File: config.mk
export PLATFORM = sky130hd
export DESIGN_NAME = delta_detect_bank_flat
export DESIGN_NICKNAME = d
export VERILOG_FILES = /design/src/rtl/delta_pkg.sv /design/src/rtl/delta_detect_bank_if.sv /design/src/rtl/delta_absdiff.sv /design/src/rtl/delta_detect_bank.sv /design/src/flat_wrapper.sv
export SDC_FILE = /design/constraint.sdc
export NUM_CORES = 1
export LEC_CHECK = 0
export BUFFER_PORTS_ARGS = -buffer_cell sky130_fd_sc_hd__buf_4
export CAP_MARGIN = 5
export CORE_MARGIN = 2
export CORE_UTILIZATION = 49
export DETAILED_ROUTE_END_ITERATION = 10
export PLACE_DENSITY = 0.67
export SLEW_MARGIN = 15
export SYNTH_ARGS = -nofsm -noshare
export SYNTH_HDL_FRONTEND = slang
export SYNTH_HIERARCHICAL = 1
export SYNTH_SLANG_ARGS = --single-unit
File: constraint.sdc
create_clock -name clk -period 9.5 [get_ports clk]
set_input_delay 0.95 -clock clk [delete_from_list [all_inputs] [get_ports clk]]
set_output_delay 0.95 -clock clk [all_outputs]
set_load 0.05 [all_outputs]
File: src/rtl/delta_pkg.sv
// Shared defaults and mode encodings for the delta detector bank.
package delta_pkg;

    localparam int DEF_DATA_W  = 8;
    localparam int DEF_NUM_CH  = 4;
    localparam int DEF_CNT_W   = 8;
    localparam int DEF_THR_RST = 2;

    // mode input encoding
    localparam logic MODE_TRACK = 1'b0;   // event moves the baseline to the new sample
    localparam logic MODE_HOLD  = 1'b1;   // event leaves the baseline where it was

endpackage

File: src/rtl/delta_detect_bank_if.sv
// Sample/result bus of the delta detector bank.
//
// Handshake: in_valid is a one-cycle strobe qualifying in_ch/in_data/rebase.
// There is no ready; the bank accepts one sample every cycle and never stalls.
// out_valid is a one-cycle strobe qualifying out_event/out_ch/out_delta, which
// keep their last values while out_valid is low. thr_we, clr_cnt and mode are
// level controls sampled at the clock edge; rd_ch/rd_cnt is a combinational
// read port.
interface delta_detect_bank_if
    import delta_pkg::*;
#(
    parameter int DATA_W = DEF_DATA_W,
    parameter int NUM_CH = DEF_NUM_CH,
    parameter int CNT_W  = DEF_CNT_W
) ();

    localparam int CH_W = $clog2(NUM_CH);

    logic              in_valid;
    logic [CH_W-1:0]   in_ch;
    logic [DATA_W-1:0] in_data;
    logic              mode;
    logic              thr_we;
    logic [DATA_W-1:0] thr_data;
    logic              rebase;
    logic              clr_cnt;
    logic [CH_W-1:0]   rd_ch;
    logic [CNT_W-1:0]  rd_cnt;
    logic              out_valid;
    logic              out_event;
    logic [CH_W-1:0]   out_ch;
    logic [DATA_W-1:0] out_delta;

    modport master (
        output in_valid, in_ch, in_data, mode, thr_we, thr_data, rebase,
               clr_cnt, rd_ch,
        input  rd_cnt, out_valid, out_event, out_ch, out_delta
    );

    modport slave (
        input  in_valid, in_ch, in_data, mode, thr_we, thr_data, rebase,
               clr_cnt, rd_ch,
        output rd_cnt, out_valid, out_event, out_ch, out_delta
    );

endinterface

File: src/rtl/delta_absdiff.sv
// Unsigned absolute difference, larger operand minus smaller, so it never wraps.
module delta_absdiff #(
    parameter int DATA_W = 8
) (
    input  logic [DATA_W-1:0] a,
    input  logic [DATA_W-1:0] b,
    output logic [DATA_W-1:0] diff
);

    // pick the subtraction order that stays non-negative
    always_comb begin
        diff = (a >= b) ? (a - b) : (b - a);
    end

endmodule

File: src/rtl/delta_detect_bank.sv
// Multi-channel change detector. Stage 1 looks up the channel baseline and
// computes |sample - baseline|; stage 2 compares against the threshold,
// updates baseline/init/counter state and drives the result strobe.
module delta_detect_bank
    import delta_pkg::*;
#(
    parameter int DATA_W  = DEF_DATA_W,
    parameter int NUM_CH  = DEF_NUM_CH,
    parameter int CNT_W   = DEF_CNT_W,
    parameter int THR_RST = DEF_THR_RST
) (
    input  logic                clk,
    input  logic                rst_n,   // asynchronous, asserted high
    delta_detect_bank_if.slave  bus
);

    localparam int               CH_W    = $clog2(NUM_CH);
    localparam logic [CNT_W-1:0] CNT_MAX = {CNT_W{1'b1}};

    // per-channel state and threshold
    logic [DATA_W-1:0] base_q [NUM_CH];
    logic [NUM_CH-1:0] init_q;
    logic [CNT_W-1:0]  cnt_q  [NUM_CH];
    logic [DATA_W-1:0] thr_q;

    // stage 1 registers
    logic              s1_valid;
    logic [CH_W-1:0]   s1_ch;
    logic [DATA_W-1:0] s1_data;
    logic              s1_rebase;
    logic              s1_init;
    logic [DATA_W-1:0] s1_delta;

    // result registers
    logic              out_valid_q;
    logic              out_event_q;
    logic [CH_W-1:0]   out_ch_q;
    logic [DATA_W-1:0] out_delta_q;

    // stage 0 lookup and stage 2 decision
    logic              fwd_hit;
    logic [DATA_W-1:0] s0_base;
    logic              s0_init;
    logic [DATA_W-1:0] s0_delta;
    logic              s2_load;
    logic              s2_event;
    logic              s2_wr;

    // stage 2 decision: baseline load, threshold event, and whether the baseline is rewritten
    always_comb begin
        s2_load  = s1_valid && (!s1_init || s1_rebase);
        s2_event = s1_valid && s1_init && !s1_rebase && (s1_delta > thr_q);
        s2_wr    = s2_load || (s2_event && (bus.mode == MODE_TRACK));
    end

    // baseline lookup, taking the value stage 2 is writing this cycle for the same channel
    always_comb begin
        fwd_hit = s2_wr && (s1_ch == bus.in_ch);
        s0_base = fwd_hit ? s1_data : base_q[bus.in_ch];
        s0_init = fwd_hit ? 1'b1    : init_q[bus.in_ch];
    end

    delta_absdiff #(.DATA_W(DATA_W)) u_absdiff (
        .a    (bus.in_data),
        .b    (s0_base),
        .diff (s0_delta)
    );

    // stage 1 capture; valid bit cleared by reset so in-flight samples are dropped
    always_ff @(posedge clk or posedge rst_n) begin
        if (rst_n) begin
            s1_valid  <= 1'b0;
            s1_ch     <= '0;
            s1_data   <= '0;
            s1_rebase <= 1'b0;
            s1_init   <= 1'b0;
            s1_delta  <= '0;
        end else begin
            s1_valid <= bus.in_valid;
            if (bus.in_valid) begin
                s1_ch     <= bus.in_ch;
                s1_data   <= bus.in_data;
                s1_rebase <= bus.rebase;
                s1_init   <= s0_init;
                s1_delta  <= s0_delta;
            end
        end
    end

    // baseline and init flag update from stage 2
    always_ff @(posedge clk or posedge rst_n) begin
        if (rst_n) begin
            for (int i = 0; i < NUM_CH; i++) begin
                base_q[i] <= '0;
            end
            init_q <= '0;
        end else if (s2_wr) begin
            base_q[s1_ch] <= s1_data;
            init_q[s1_ch] <= 1'b1;
        end
    end

    // saturating event counters; a clear in the same cycle as an event wins
    always_ff @(posedge clk or posedge rst_n) begin
        if (rst_n) begin
            for (int i = 0; i < NUM_CH; i++) begin
                cnt_q[i] <= '0;
            end
        end else if (bus.clr_cnt) begin
            for (int i = 0; i < NUM_CH; i++) begin
                cnt_q[i] <= '0;
            end
        end else if (s2_event && (cnt_q[s1_ch] != CNT_MAX)) begin
            cnt_q[s1_ch] <= cnt_q[s1_ch] + 1'b1;
        end
    end

    // threshold register; a write takes effect for decisions from the next cycle on
    always_ff @(posedge clk or posedge rst_n) begin
        if (rst_n) begin
            thr_q <= DATA_W'(THR_RST);
        end else if (bus.thr_we) begin
            thr_q <= bus.thr_data;
        end
    end

    // result registers; payload holds its value between strobes
    always_ff @(posedge clk or posedge rst_n) begin
        if (rst_n) begin
            out_valid_q <= 1'b0;
            out_event_q <= 1'b0;
            out_ch_q    <= '0;
            out_delta_q <= '0;
        end else begin
            out_valid_q <= s1_valid;
            if (s1_valid) begin
                out_event_q <= s2_event;
                out_ch_q    <= s1_ch;
                out_delta_q <= s2_load ? '0 : s1_delta;
            end
        end
    end

    assign bus.rd_cnt    = cnt_q[bus.rd_ch];
    assign bus.out_valid = out_valid_q;
    assign bus.out_event = out_event_q;
    assign bus.out_ch    = out_ch_q;
    assign bus.out_delta = out_delta_q;

endmodule

File: src/flat_wrapper.sv
// flat-port wrapper written by rule: the top's interface ports become plain ports
module delta_detect_bank_flat import delta_pkg::*;
#(
    parameter int DATA_W  = DEF_DATA_W,
    parameter int NUM_CH  = DEF_NUM_CH,
    parameter int CNT_W   = DEF_CNT_W,
    parameter int THR_RST = DEF_THR_RST
)
  (clk, rst_n, bus_in_valid, bus_in_ch, bus_in_data, bus_mode, bus_thr_we, bus_thr_data, bus_rebase, bus_clr_cnt, bus_rd_ch, bus_rd_cnt, bus_out_valid, bus_out_event, bus_out_ch, bus_out_delta);
  delta_detect_bank_if #(.DATA_W(DATA_W), .NUM_CH(NUM_CH), .CNT_W(CNT_W)) bus_i ();
  input  logic clk;
  input  logic rst_n;
  input wire logic [$bits(bus_i.in_valid)-1:0] bus_in_valid;
  input wire logic [$bits(bus_i.in_ch)-1:0] bus_in_ch;
  input wire logic [$bits(bus_i.in_data)-1:0] bus_in_data;
  input wire logic [$bits(bus_i.mode)-1:0] bus_mode;
  input wire logic [$bits(bus_i.thr_we)-1:0] bus_thr_we;
  input wire logic [$bits(bus_i.thr_data)-1:0] bus_thr_data;
  input wire logic [$bits(bus_i.rebase)-1:0] bus_rebase;
  input wire logic [$bits(bus_i.clr_cnt)-1:0] bus_clr_cnt;
  input wire logic [$bits(bus_i.rd_ch)-1:0] bus_rd_ch;
  output wire logic [$bits(bus_i.rd_cnt)-1:0] bus_rd_cnt;
  output wire logic [$bits(bus_i.out_valid)-1:0] bus_out_valid;
  output wire logic [$bits(bus_i.out_event)-1:0] bus_out_event;
  output wire logic [$bits(bus_i.out_ch)-1:0] bus_out_ch;
  output wire logic [$bits(bus_i.out_delta)-1:0] bus_out_delta;
  assign bus_i.in_valid = bus_in_valid;
  assign bus_i.in_ch = bus_in_ch;
  assign bus_i.in_data = bus_in_data;
  assign bus_i.mode = bus_mode;
  assign bus_i.thr_we = bus_thr_we;
  assign bus_i.thr_data = bus_thr_data;
  assign bus_i.rebase = bus_rebase;
  assign bus_i.clr_cnt = bus_clr_cnt;
  assign bus_i.rd_ch = bus_rd_ch;
  assign bus_rd_cnt = bus_i.rd_cnt;
  assign bus_out_valid = bus_i.out_valid;
  assign bus_out_event = bus_i.out_event;
  assign bus_out_ch = bus_i.out_ch;
  assign bus_out_delta = bus_i.out_delta;
  delta_detect_bank #(.DATA_W(DATA_W), .NUM_CH(NUM_CH), .CNT_W(CNT_W), .THR_RST(THR_RST)) u_core (.clk(clk), .rst_n(rst_n), .bus(bus_i));
endmodule
==> After elaboration in Yosys (flattened, before gate mapping) <==
Index checks and enable logic that the tools add are counted.
{ "classes": {"n_reduce_logical": 14, "order_cmp": 9, "muxes": 23, "addsub": 3, "bitwise": 5, "multipliers": 0, "n_shift": 0, "n_eq_ne": 2, "div": 0} }
{ "op_table": {"columns": ["operator", "n"], "rows": [
  ["8-bit 2-to-1 mux", 10],
  ["32-bit bitwise mux", 2],
  ["32-bit 2-to-1 mux", 2],
  ["8-bit binary-select mux with 2-bit select", 3],
  ["8-bit demux with 2-bit select", 1],
  ["8-bit subtractor", 2],
  ["3-bit >= comparator (second input constant)", 3],
  ["1-bit logical AND", 9],
  ["2-bit NOT with 3-bit output", 3],
  ["8-bit by 1-bit adder with 8-bit output (second input constant)", 1],
  ["8-bit >= comparator", 1],
  ["8-bit > comparator", 1],
  ["8-bit != test (second input constant)", 1],
  ["2-bit by 3-bit < comparator with 1-bit output (second input constant)", 2],
  ["4-bit OR", 1],
  ["3-bit by 1-bit < comparator with 1-bit output (second input constant)", 1],
  ["1-bit 2-to-1 mux", 3],
  ["1-bit binary-select mux with 2-bit select", 1],
  ["1-bit demux with 2-bit select", 1],
  ["2-bit equality test", 1],
  ["2-bit by 1-bit >= comparator with 1-bit output (second input constant)", 1],
  ["1-bit zero test", 2],
  ["1-bit logical OR", 2],
  ["2-bit nonzero test", 1],
  ["1-bit NOT", 1]
]} }
{ "word_totals": {"out_inout_bits": 20, "in_bits": 27, "latch_bits": 0, "word_cells": 76, "mem_bits_ro": 0, "n_memories": 0, "ramBits": 0, "register_bits": 109} }

==> Longest topological paths before layout <==
Gate-level depths: netlist (run 1).
{ "depth": {"word_depth": 9, "depth_mapped": 17} }

==> Cells and area by module <==
The synthesis (run 1) kept the hierarchy.
{ "modules_own_cells": {"columns": ["mod", "seq_area_each_um2", "cells_per_inst", "area_per_inst_um2", "n_inst"], "rows": [
  ["delta_detect_bank", 2728.9, 375, 5216.3, 1],
  ["delta_absdiff", 0.0, 83, 660.6, 1]
]} }

==> Worst setup path after synthesis (run 1) <==
No wires, ideal clock.
{ "synth_path": {"path_type": "reg2reg", "startpoint": "register u_core.thr_q[1]", "endpoint": "register u_core.s1_delta[2]", "t_arrival_ps": 4015, "path_stages_with_launch": 18, "path_slack_ps": 5360, "synth_period_minus_slack_ps": 4140, "t_required_ps": 9375, "path_cell_list": "dfstp_2 inv_1 ha_1 and4b_1 a211oi_1 o22ai_2 a22o_1 buf_4 nand3_4 mux2_2 ha_1 buf_6 a21oi_2 o211ai_2 a311oi_4 mux2i_1 xor2_1 mux2_2"} }
{ "synth_via": {"elab_chain_len": 8, "word_cells_on_any_way": 10, "cone_classes": "add/sub: 2; order compare: 2; mux: 2; reduce/logical: 4"} }
{ "synth_rtl": {"columns": ["element", "line_no", "rtl"], "rows": [
  ["from (decl)", "delta_detect_bank.sv:24", "logic [DATA_W-1:0] thr_q;"],
  ["from (signal assigned)", "delta_detect_bank.sv:121", "thr_q <= DATA_W'(THR_RST);"],
  ["from (signal assigned)", "delta_detect_bank.sv:123", "thr_q <= bus.thr_data;"],
  ["8-bit > comparator", "delta_detect_bank.sv:52", "s2_event = s1_valid && s1_init && !s1_rebase && (s1_delta > thr_q);"],
  ["1-bit logical AND", "delta_detect_bank.sv:52", null],
  ["1-bit logical AND", "delta_detect_bank.sv:53", "s2_wr = s2_load || (s2_event && (bus.mode == MODE_TRACK));"],
  ["1-bit logical OR", "delta_detect_bank.sv:53", null],
  ["1-bit logical AND", "delta_detect_bank.sv:58", "fwd_hit = s2_wr && (s1_ch == bus.in_ch);"],
  ["8-bit 2-to-1 mux", "delta_detect_bank.sv:59", "s0_base = fwd_hit ? s1_data : base_q[bus.in_ch];"],
  ["named net u_core.s0_base[3]", "delta_detect_bank.sv:42", "logic [DATA_W-1:0] s0_base;"],
  ["8-bit >= comparator", "delta_absdiff.sv:12", "diff = (a >= b) ? (a - b) : (b - a);"],
  ["8-bit 2-to-1 mux", "delta_absdiff.sv:12", null],
  ["named net u_core.s0_delta[2]", "delta_detect_bank.sv:44", "logic [DATA_W-1:0] s0_delta;"],
  ["to (signal assigned)", "delta_detect_bank.sv:85", "s1_delta <= s0_delta;"],
  ["to (decl)", "delta_detect_bank.sv:32", "logic [DATA_W-1:0] s1_delta;"]
]} }
The timed path passes the listed nets, and every way through them passes these cells.
A chain may end at the register's enable or synchronous reset.

==> Worst setup path after layout (run 1) <==
{ "layout_path": {"startpoint": "register u_core.thr_q[1]", "endpoint": "register u_core.s1_delta[7]"} }
{ "layout_via": {"elab_chain_len": 8, "word_cells_on_any_way": 10, "cone_classes": "add/sub: 2; order compare: 2; mux: 2; reduce/logical: 4"} }
{ "layout_rtl": {"columns": ["element", "line_no"], "rows": [
  ["8-bit > comparator *", "delta_detect_bank.sv:52"],
  ["1-bit logical AND *", "delta_detect_bank.sv:52"],
  ["1-bit logical AND *", "delta_detect_bank.sv:53"],
  ["1-bit logical OR *", "delta_detect_bank.sv:53"],
  ["1-bit logical AND *", "delta_detect_bank.sv:58"],
  ["8-bit 2-to-1 mux *", "delta_detect_bank.sv:59"],
  ["named net u_core.s0_base[3]", "delta_detect_bank.sv:42"],
  ["8-bit subtractor or 8-bit >= comparator (tied branches)", "delta_absdiff.sv:12"],
  ["8-bit 2-to-1 mux *", "delta_absdiff.sv:12"],
  ["named net u_core.s0_delta[7]", "delta_detect_bank.sv:44"]
]} }
The timed path passes the listed nets; every way through them passes the cells marked *.

==> results of run 1 <==
[cell families (layout without fill, tap and decap cells)]
kind of cell               Yosys count  after routing
AOI/OAI and AO/OA                   52             52
xor gates and xnor gates            14             14
adders and majority gates           26             26
buffers and inverters               49             93
DFF                                109            109
muxes                              126            126
and+or+nand+nor                     82             82
[power groups by stage]
stage / Clock, uW / Combinational [uW] / Sequential, uW
6_report: 381 / 623 / 648
5_1_grt: 409 / 690 / 662
4_1_cts: 392 / 627 / 648
3_5_place_dp: 0 / 624 / 657
3_3_place_gp: 0 / 615 / 651
2_1_floorplan: 0 / 470 / 675
[cell usage after synthesis (all sizes together), types with 2 or more instances]
cell type,instances
a21o,7
dfrtp,108
nand2,17
a211oi,3
buf,13
a311oi,3
mux4,24
xnor2,8
nand2b,5
nand4,6
a21oi,6
inv,29
a31oi,5
o21ai,16
mux2,62
ha,24
a22o,9
nor2,37
clkbuf,6
mux2i,40
and3,2
nand3,9
fa,2
nor2b,2
xor2,6
[worst max-delay path, delay by kind of cell, from the launching register on]
kind,cells,cell delay [ns]
flops,1,0.52
xor+xnor,1,0.09
buf+inv,1,0.05
simple gates,2,0.34
fa+ha+maj,2,0.70
compound gates,6,1.84
mux,3,0.91
[sequential cells by signal, summed over array words and instances (netlist names)]
signal	flops
u_core/bus.out_delta	8
u_core/thr_q	8
u_core/s1_data	8
u_core/bus.out_valid	1
u_core/s1_ch	2
u_core/s1_valid	1
u_core/cnt_q	32
u_core/s1_init	1
u_core/base_q	32
u_core/s1_rebase	1
u_core/bus.out_ch	2
u_core/bus.out_event	1
u_core/s1_delta	8
u_core/init_q	4
[per-layer routing]
layer  vias up  GRT usage  part of all wire
li1       1728          -                 -
met1      1883     0.2731              0.47
met2        68     0.3174              0.48
met3        14    0.05260             0.036
met4         0    0.06504             0.015
met5         -          0                 0
[cell usage in the layout, fill, tap and decap left out, drive strengths merged, types with 3 or more instances in the layout]
| cell | instances |
|---|---|
| inv | 31 |
| mux2 | 62 |
| nor2 | 37 |
| mux2i | 40 |
| a211oi | 3 |
| buf | 47 |
| clkbuf | 9 |
| o21ai | 16 |
| nand2b | 5 |
| a21oi | 6 |
| mux4 | 24 |
| clkinv | 3 |
| nand3 | 9 |
| xnor2 | 8 |
| nand2 | 17 |
| a311oi | 3 |
| a22o | 9 |
| dfrtp | 108 |
| ha | 24 |
| a31oi | 5 |
| nand4 | 6 |
| xor2 | 6 |
| a21o | 7 |
[per-stage QoR]
step                power, uW  instance area [sq um]    util  hold WS, ns  cells
floorplan                1146                   5877       -       0.4287    458
global placement         1266                   6312  0.5458       0.4487    629
detailed placement       1281                   6312  0.5458       0.4534    629
CTS                      1667                   6610  0.5716       0.4725    645
global route             1761                   6610  0.5716       0.4901    645
finish                   1652                   6610  0.5716       0.4685    645
[final cells by class]
| type | count | area share |
|---|---|---|
| multi-input cells | 300 | 0.4443 |
| flip-flops and latches | 109 | 0.4128 |
| repair buffers | 47 | 0.05338 |
| clock buffers | 9 | 0.03407 |
| well taps | 143 | 0.02707 |
| inverters | 30 | 0.01741 |
| clock inverters | 7 | 0.01098 |
[how the worst max path moves through the flow]
| stage | start | cells after the start | endpoint | slack, ns |
|---|---|---|---|---|
| after floorplan | u_core/thr_q[1] | 17 | u_core/s1_delta[2] | 5.36 |
| after global placement | u_core/thr_q[1] | 15 | u_core/s1_delta[7] | 5.06 |
| after detailed placement | u_core/thr_q[1] | 15 | u_core/s1_delta[7] | 4.93 |
| after CTS | u_core/thr_q[1] | 15 | u_core/s1_delta[7] | 4.90 |
| after global routing | u_core/thr_q[1] | 15 | u_core/s1_delta[7] | 4.62 |
| final | u_core/thr_q[1] | 15 | u_core/s1_delta[7] | 4.92 |
==> results.py, run 1 <==
metrics = {
    "run_status": {
        "status": "finished clean",
    },
    "floorplan": {
        "die_w_um": 113.5,
        "die_h_um": 113.5,
        "rows": 39,
        "fp.dieArea_sq_mm": 0.01289,
        "initial_core_util": 0.5082,
        "io_pins": 47,
        "core_area_sq_mm": 0.01156,
    },
    "yosys": {
        "synth_top_family_by_area": "multiplexers",
        "yosys.area_share.xor_xnor": 0.02086,
        "synth_area_sq_mm": 0.005877,
        "syn_nets": 511,
        "synth_area_leader_cell": "dfrtp_1",
        "synth_compound_area_frac": 0.06408,
        "ys_ff_latch": 109,
        "ys_seq_area_frac": 0.4643,
        "ys_top_cells_by_area": "dfrtp_1 46%, mux2_2 12%, mux4_2 9.2%",
        "syn_inst": 458,
        "synth_mux_area_frac": 0.2789,
        "synth_fa_ha_area_frac": 0.05791,
        "synth_cell_types": 47,
        "netlist.area_leader.share": 0.4599,
        "yosys.area_share.simple": 0.07792,
        "synth-edff-count": 0,
        "synth-warning-count": 6,
        "async_flop_share": 1.000,
        "synth_area_per_cell_sq_um": 12.83,
        "yosys_most_used_dff": "dfrtp_1",
    },
    "pwr": {
        "cellLeakagePower_uw": 0.003252,
        "comb_power_share": 0.377,
        "ir_drop_mv": 0.1852,
        "switching_share": 0.3421,
        "p_sw_uw": 565.2,
        "internal_power_uw": 1087,
        "power_frac_clock": 0.231,
        "power_density_mw_per_mm2": 249.9,
        "power_frac_seq": 0.392,
    },
    "final_layout": {
        "multi_input_area_sq_mm": 0.002937,
        "fin_nets": 550,
        "layout-drive-gt1-share": 0.3267,
        "seqCellArea_sq_mm": 0.002729,
        "synthToLayoutAreaGrowth_pct": 12.48,
        "fillers": 949,
        "diodes": 0,
    },
    "grt": {
        "antenna_found_initial": 0,
        "grt_util_all_layers": 0.2006,
        "grt_max_degree": 79,
        "grt_pass1_wl_um": 20010,
        "grt_pass1_vias": 3833,
        "grt_overflow": 0,
    },
    "clocking": {
        "htreeDepth": 3,
        "ctsRootBufferMaster": "clkbuf_16",
        "cts_setup_buffers": 0,
        "holdBufCountCts": 0,
        "numCtsBuffers": 9,
        "cts_tree": "built",
        "clk_latency_ns": 0.36,
        "clock_path_buffers": 2,
        "postCtsResizedCells": 0,
        "clk_pin_slew_ns": 0.07,
        "clock-sinks": 109,
    },
    "detailed_routing": {
        "via_count": 3693,
        "drc": 0,
        "first_pass_iters": 4,
        "wl_um": 11730,
        "drtIter0Drc": 185,
        "via_per_inst": 5.726,
        "antenna_left": 0,
        "wire_per_inst_um": 18.19,
    },
    "placement": {
        "port_buffers": 46,
        "dp_worst_setup_slack_ns": 4.933,
        "gp_congestion": 0.9250,
        "dp_hpwl_um": 8092,
    },
    "min_path": {
        "min-delay-path-class": "reg2reg",
        "whs_path_depth": 1,
        "min_to": "u_core/init_q[0]",
        "min_from": "u_core/init_q[0]",
    },
    "sta": {
        "finalHoldViolCount": 0,
        "finalCriticalPeriod_ns": 4.576,
        "skew_ns": 0.008465,
        "setup_viol": 0,
        "tns_ns": 0,
        "fin_crit_sh": 0.4817,
        "report.final.slew_viol_count": 0,
        "slew_headroom": 0.3370,
        "worst_slack_ns": 4.924,
        "grt_setup_unrepaired": "no",
        "worst_slew_pin_slew_ns": 0.9945,
        "max_freq_mhz": 218.5,
    },
    "setup_path": {
        "worstReg2RegEnd": "u_core/s1_delta[7]",
        "critPathCaptureType": "flop",
        "worst-setup-path-type": "reg2reg",
        "slowest_stage": "a311oi_4",
        "crit_chain": "inv_1 -> ha_1 -> nand4_1 -> o21ai_1 -> o22ai_2 -> a22o_1 -> nand3_4 -> mux2_2 -> ha_1 -> a21oi_2 -> o211ai_2 -> a311oi_4 -> mux2i_1 -> xnor2_1 -> mux2_2",
        "cp_max_fo": 9,
        "crit_arrival_ns": 4.82,
        "timing.rr.start": "u_core/thr_q[1]",
        "cpPeakStageDelay_ns": 0.53,
        "worst-endpoint-required_ns": 9.74,
        "reg2reg_depth": 15,
        "cp-start-kind": "flop",
        "rrSetupSlack_ns": 4.92,
    },
    "job": {
        "maxCapViolations": 0,
    },
}
Power figures use the tool's default switching activity.
==> run 2, diff against run 1 <==
--- a/config.mk
+++ b/config.mk
@@ -5,6 +5,7 @@
 export SDC_FILE = /design/constraint.sdc
 export NUM_CORES = 1
 export LEC_CHECK = 0
+export ABC_AREA = 1
 export BUFFER_PORTS_ARGS = -buffer_cell sky130_fd_sc_hd__buf_4
 export CAP_MARGIN = 5
 export CORE_MARGIN = 2
==> constraint.sdc (replaced) <==
create_clock -name clk -period 4.5 [get_ports clk]
set_input_delay 0.45 -clock clk [delete_from_list [all_inputs] [get_ports clk]]
set_output_delay 0.45 -clock clk [all_outputs]
set_load 0.05 [all_outputs]
==> run 2 against run 1 <==
Wire length rose by 42%. Core utilization fell by 0.30 points. Global-route usage increased by 4.8 points. Final area is 9.4% higher. Critical endpoint is now u_core/s1_delta[6]. Largest power group unchanged.
==> results.py, run 2 <==
metrics = {
    "final_layout": {
        "layout-drive-gt1-share": 0.1028,
        "fillers": 1281,
        "layout.cells.most_common_list": "357 x nand2_1, 108 x dfrtp_1, 94 x nand3_1",
        "reg_top3": "u_core/base_q: 32 flops, u_core/cnt_q: 32 flops",
        "seqCellArea_sq_mm": 0.002729,
        "fin_nets": 992,
        "diodes": 0,
        "final_common_cell": "nand2_1",
        "synthToLayoutAreaGrowth_pct": 11.99,
        "multi_input_area_sq_mm": 0.003231,
        "fin_util": 0.5685,
    },
    "sta": {
        "setup_viol": 0,
        "max_freq_mhz": 298.6,
        "slew_headroom": 0.3096,
        "fin_crit_sh": 0.7443,
        "worst_slack_ns": 1.151,
        "tns_ns": 0,
        "worst_slew_pin_slew_ns": 1.029,
        "report.final.slew_viol_count": 0,
        "skew_ns": 0.009520,
        "grt_setup_unrepaired": "no",
        "finalCriticalPeriod_ns": 3.349,
        "finalHoldViolCount": 0,
    },
    "yosys": {
        "yosys.area_share.simple": 0.3489,
        "synth_mux_area_frac": 0.001744,
        "synth_fa_ha_area_frac": 0.05269,
        "ys_ff_latch": 109,
        "synth_compound_area_frac": 0.08466,
        "synth-edff-count": 0,
        "synth_common_cells": "357 x nand2_1, 108 x dfrtp_1, 94 x nand3_1",
        "synth-warning-count": 6,
        "ys_top_cells_by_area": "dfrtp_1 42%, nand2_1 21%, nand3_1 7.3%",
        "syn_inst": 906,
        "yosys.area_share.xor_xnor": 0.01220,
        "synth_area_sq_mm": 0.006459,
        "yosys_most_used_dff": "dfrtp_1",
        "async_flop_share": 1.000,
        "synth_area_per_cell_sq_um": 7.129,
        "ys_seq_area_frac": 0.4225,
        "netlist.area_leader.share": 0.4184,
        "synth_cell_types": 35,
        "syn_nets": 959,
        "synth_area_leader_cell": "dfrtp_1",
        "synth.most_common_cell": "nand2_1",
        "synth_top_family_by_area": "simple AND/OR/NAND/NOR gates",
    },
    "setup_path": {
        "slowest_stage": "dfstp_2",
        "cpPeakStageDelay_ns": 0.52,
        "reg2reg_depth": 25,
        "worst-setup-path-type": "reg2reg",
        "timing.rr.start": "u_core/thr_q[1]",
        "worst_path_most_repeated_cell": "nand2_1",
        "cp-start-kind": "flop",
        "crit_arrival_ns": 3.59,
        "rrSetupSlack_ns": 1.15,
        "cp_top_family": "simple AND/OR/NAND/NOR gates",
        "cp_max_fo": 23,
        "critPathCaptureType": "flop",
        "critPathBufInv": 3,
        "worst-endpoint-required_ns": 4.74,
        "worstReg2RegEnd": "u_core/s1_delta[6]",
    },
    "floorplan": {
        "rows": 41,
        "core_area_sq_mm": 0.01272,
        "io_pins": 47,
        "initial_core_util": 0.5077,
        "fp.dieArea_sq_mm": 0.01412,
        "die_w_um": 118.8,
        "die_h_um": 118.8,
    },
    "detailed_routing": {
        "via_per_inst": 5.208,
        "wl_um": 16710,
        "drc": 0,
        "drtIter0Drc": 562,
        "antenna_left": 0,
        "via_count": 5812,
        "first_pass_iters": 5,
        "wire_per_inst_um": 14.97,
    },
    "grt": {
        "grt_pass1_vias": 5519,
        "grt_util_all_layers": 0.2488,
        "grt_overflow": 0,
        "antenna_found_initial": 0,
        "grt_max_degree": 81,
        "grt_pass1_wl_um": 28110,
    },
    "clocking": {
        "clock-sinks": 109,
        "postCtsResizedCells": 0,
        "clk_pin_slew_ns": 0.08,
        "clk_latency_ns": 0.36,
        "numCtsBuffers": 9,
        "holdBufCountCts": 0,
        "ctsRootBufferMaster": "clkbuf_16",
        "cts_tree": "built",
        "cts_setup_buffers": 0,
        "htreeDepth": 3,
        "clock_path_buffers": 2,
    },
    "placement": {
        "gp_congestion": 0.8478,
        "port_buffers": 46,
        "dp_worst_setup_slack_ns": 1.152,
        "dp_hpwl_um": 11390,
    },
    "min_path": {
        "whs_path_depth": 3,
        "min-delay-path-class": "in2reg",
        "min_to": "u_core/thr_q[7]",
        "min_from": "bus_thr_data[7]",
    },
    "pwr": {
        "power_density_mw_per_mm2": 442.4,
        "ir_drop_mv": 0.3847,
        "cellLeakagePower_uw": 0.003954,
        "power.total_uw": 3200,
    },
    "job": {
        "maxCapViolations": 0,
    },
    "run_status": {
        "status": "finished clean",
    },
}
[run 2: cell types whose count changed after synthesis, moves of 8 or more]
cell,change
a21oi_1,+8
a22o_1,-9
buf_2,+9
clkbuf_1,+12
inv_1,+61
mux2_2,-60
mux2i_1,-40
mux4_2,-24
nand2_1,+343
nand3_1,+90
nor2_1,+26
o21ai_0,+38
o22ai_1,+24
[run 2: cells by family after synthesis]
family / count (synthesis)
AOI/OAI and AO/OA: 97
and+or+nand+nor: 538
xor gates and xnor gates: 9
DFF: 109
adders and majority gates: 26
buffers and inverters: 126
muxes: 1
[run 2: area by class of cell]
class                           count  area share
Clock buffer                        9     0.03114
Clock inverter                      7     0.01055
Inverter                           95     0.04965
Multi-Input combinational cell    671      0.4466
Sequential cell                   109      0.3773
Tap cell                          172     0.02975
Timing Repair Buffer               53     0.05501
[run 2: how the worst max path moves through the flow]
stage	end	slack, ns	cells after the start	start
2_1_floorplan	u_core/base_q[0]	1.18	1	rst_n
3_3_place_gp	u_core/s1_delta[7]	1.23	19	bus_in_ch[1]
3_5_place_dp	u_core/s1_delta[4]	1.15	19	bus_in_ch[1]
4_1_cts	u_core/s1_delta[6]	1.15	25	u_core/thr_q[1]
5_1_grt	u_core/s1_delta[2]	0.81	24	u_core/thr_q[1]
6_report	u_core/s1_delta[6]	1.15	25	u_core/thr_q[1]
[run 2: metal layers]
metal,share of wire,vias to the layer above,routed length [um],track usage
li1,-,2934,-,-
met1,0.46,2699,7736,0.3509
met4,0.020,0,341,0.08185
met2,0.48,152,7969,0.3948
met5,0,-,0,0
met3,0.039,27,659,0.03688
[run 2: where the power goes]
group	total, uW	leakage (uW)	switching (uW)	internal, uW
sequential	1300	0.00139	128	1170
clock	810	0.000149	413	397
combinational	1090	0.00241	719	375
total	3200	0.00395	1260	1940
[run 2: worst min-delay path, stage by stage]
cell     delay (ns)
buf_4          0.08
nand2_1        0.04
o21ai_0        0.06
[run 2: stage by stage]
step	hold slack (ns)	instances	cell area [sq um]
floorplan	0.3487	906	6459
global placement	0.4326	1100	6932
detailed placement	0.4382	1100	6932
CTS	0.2876	1116	7233
global route	0.2896	1116	7233
finish	0.2955	1116	7233
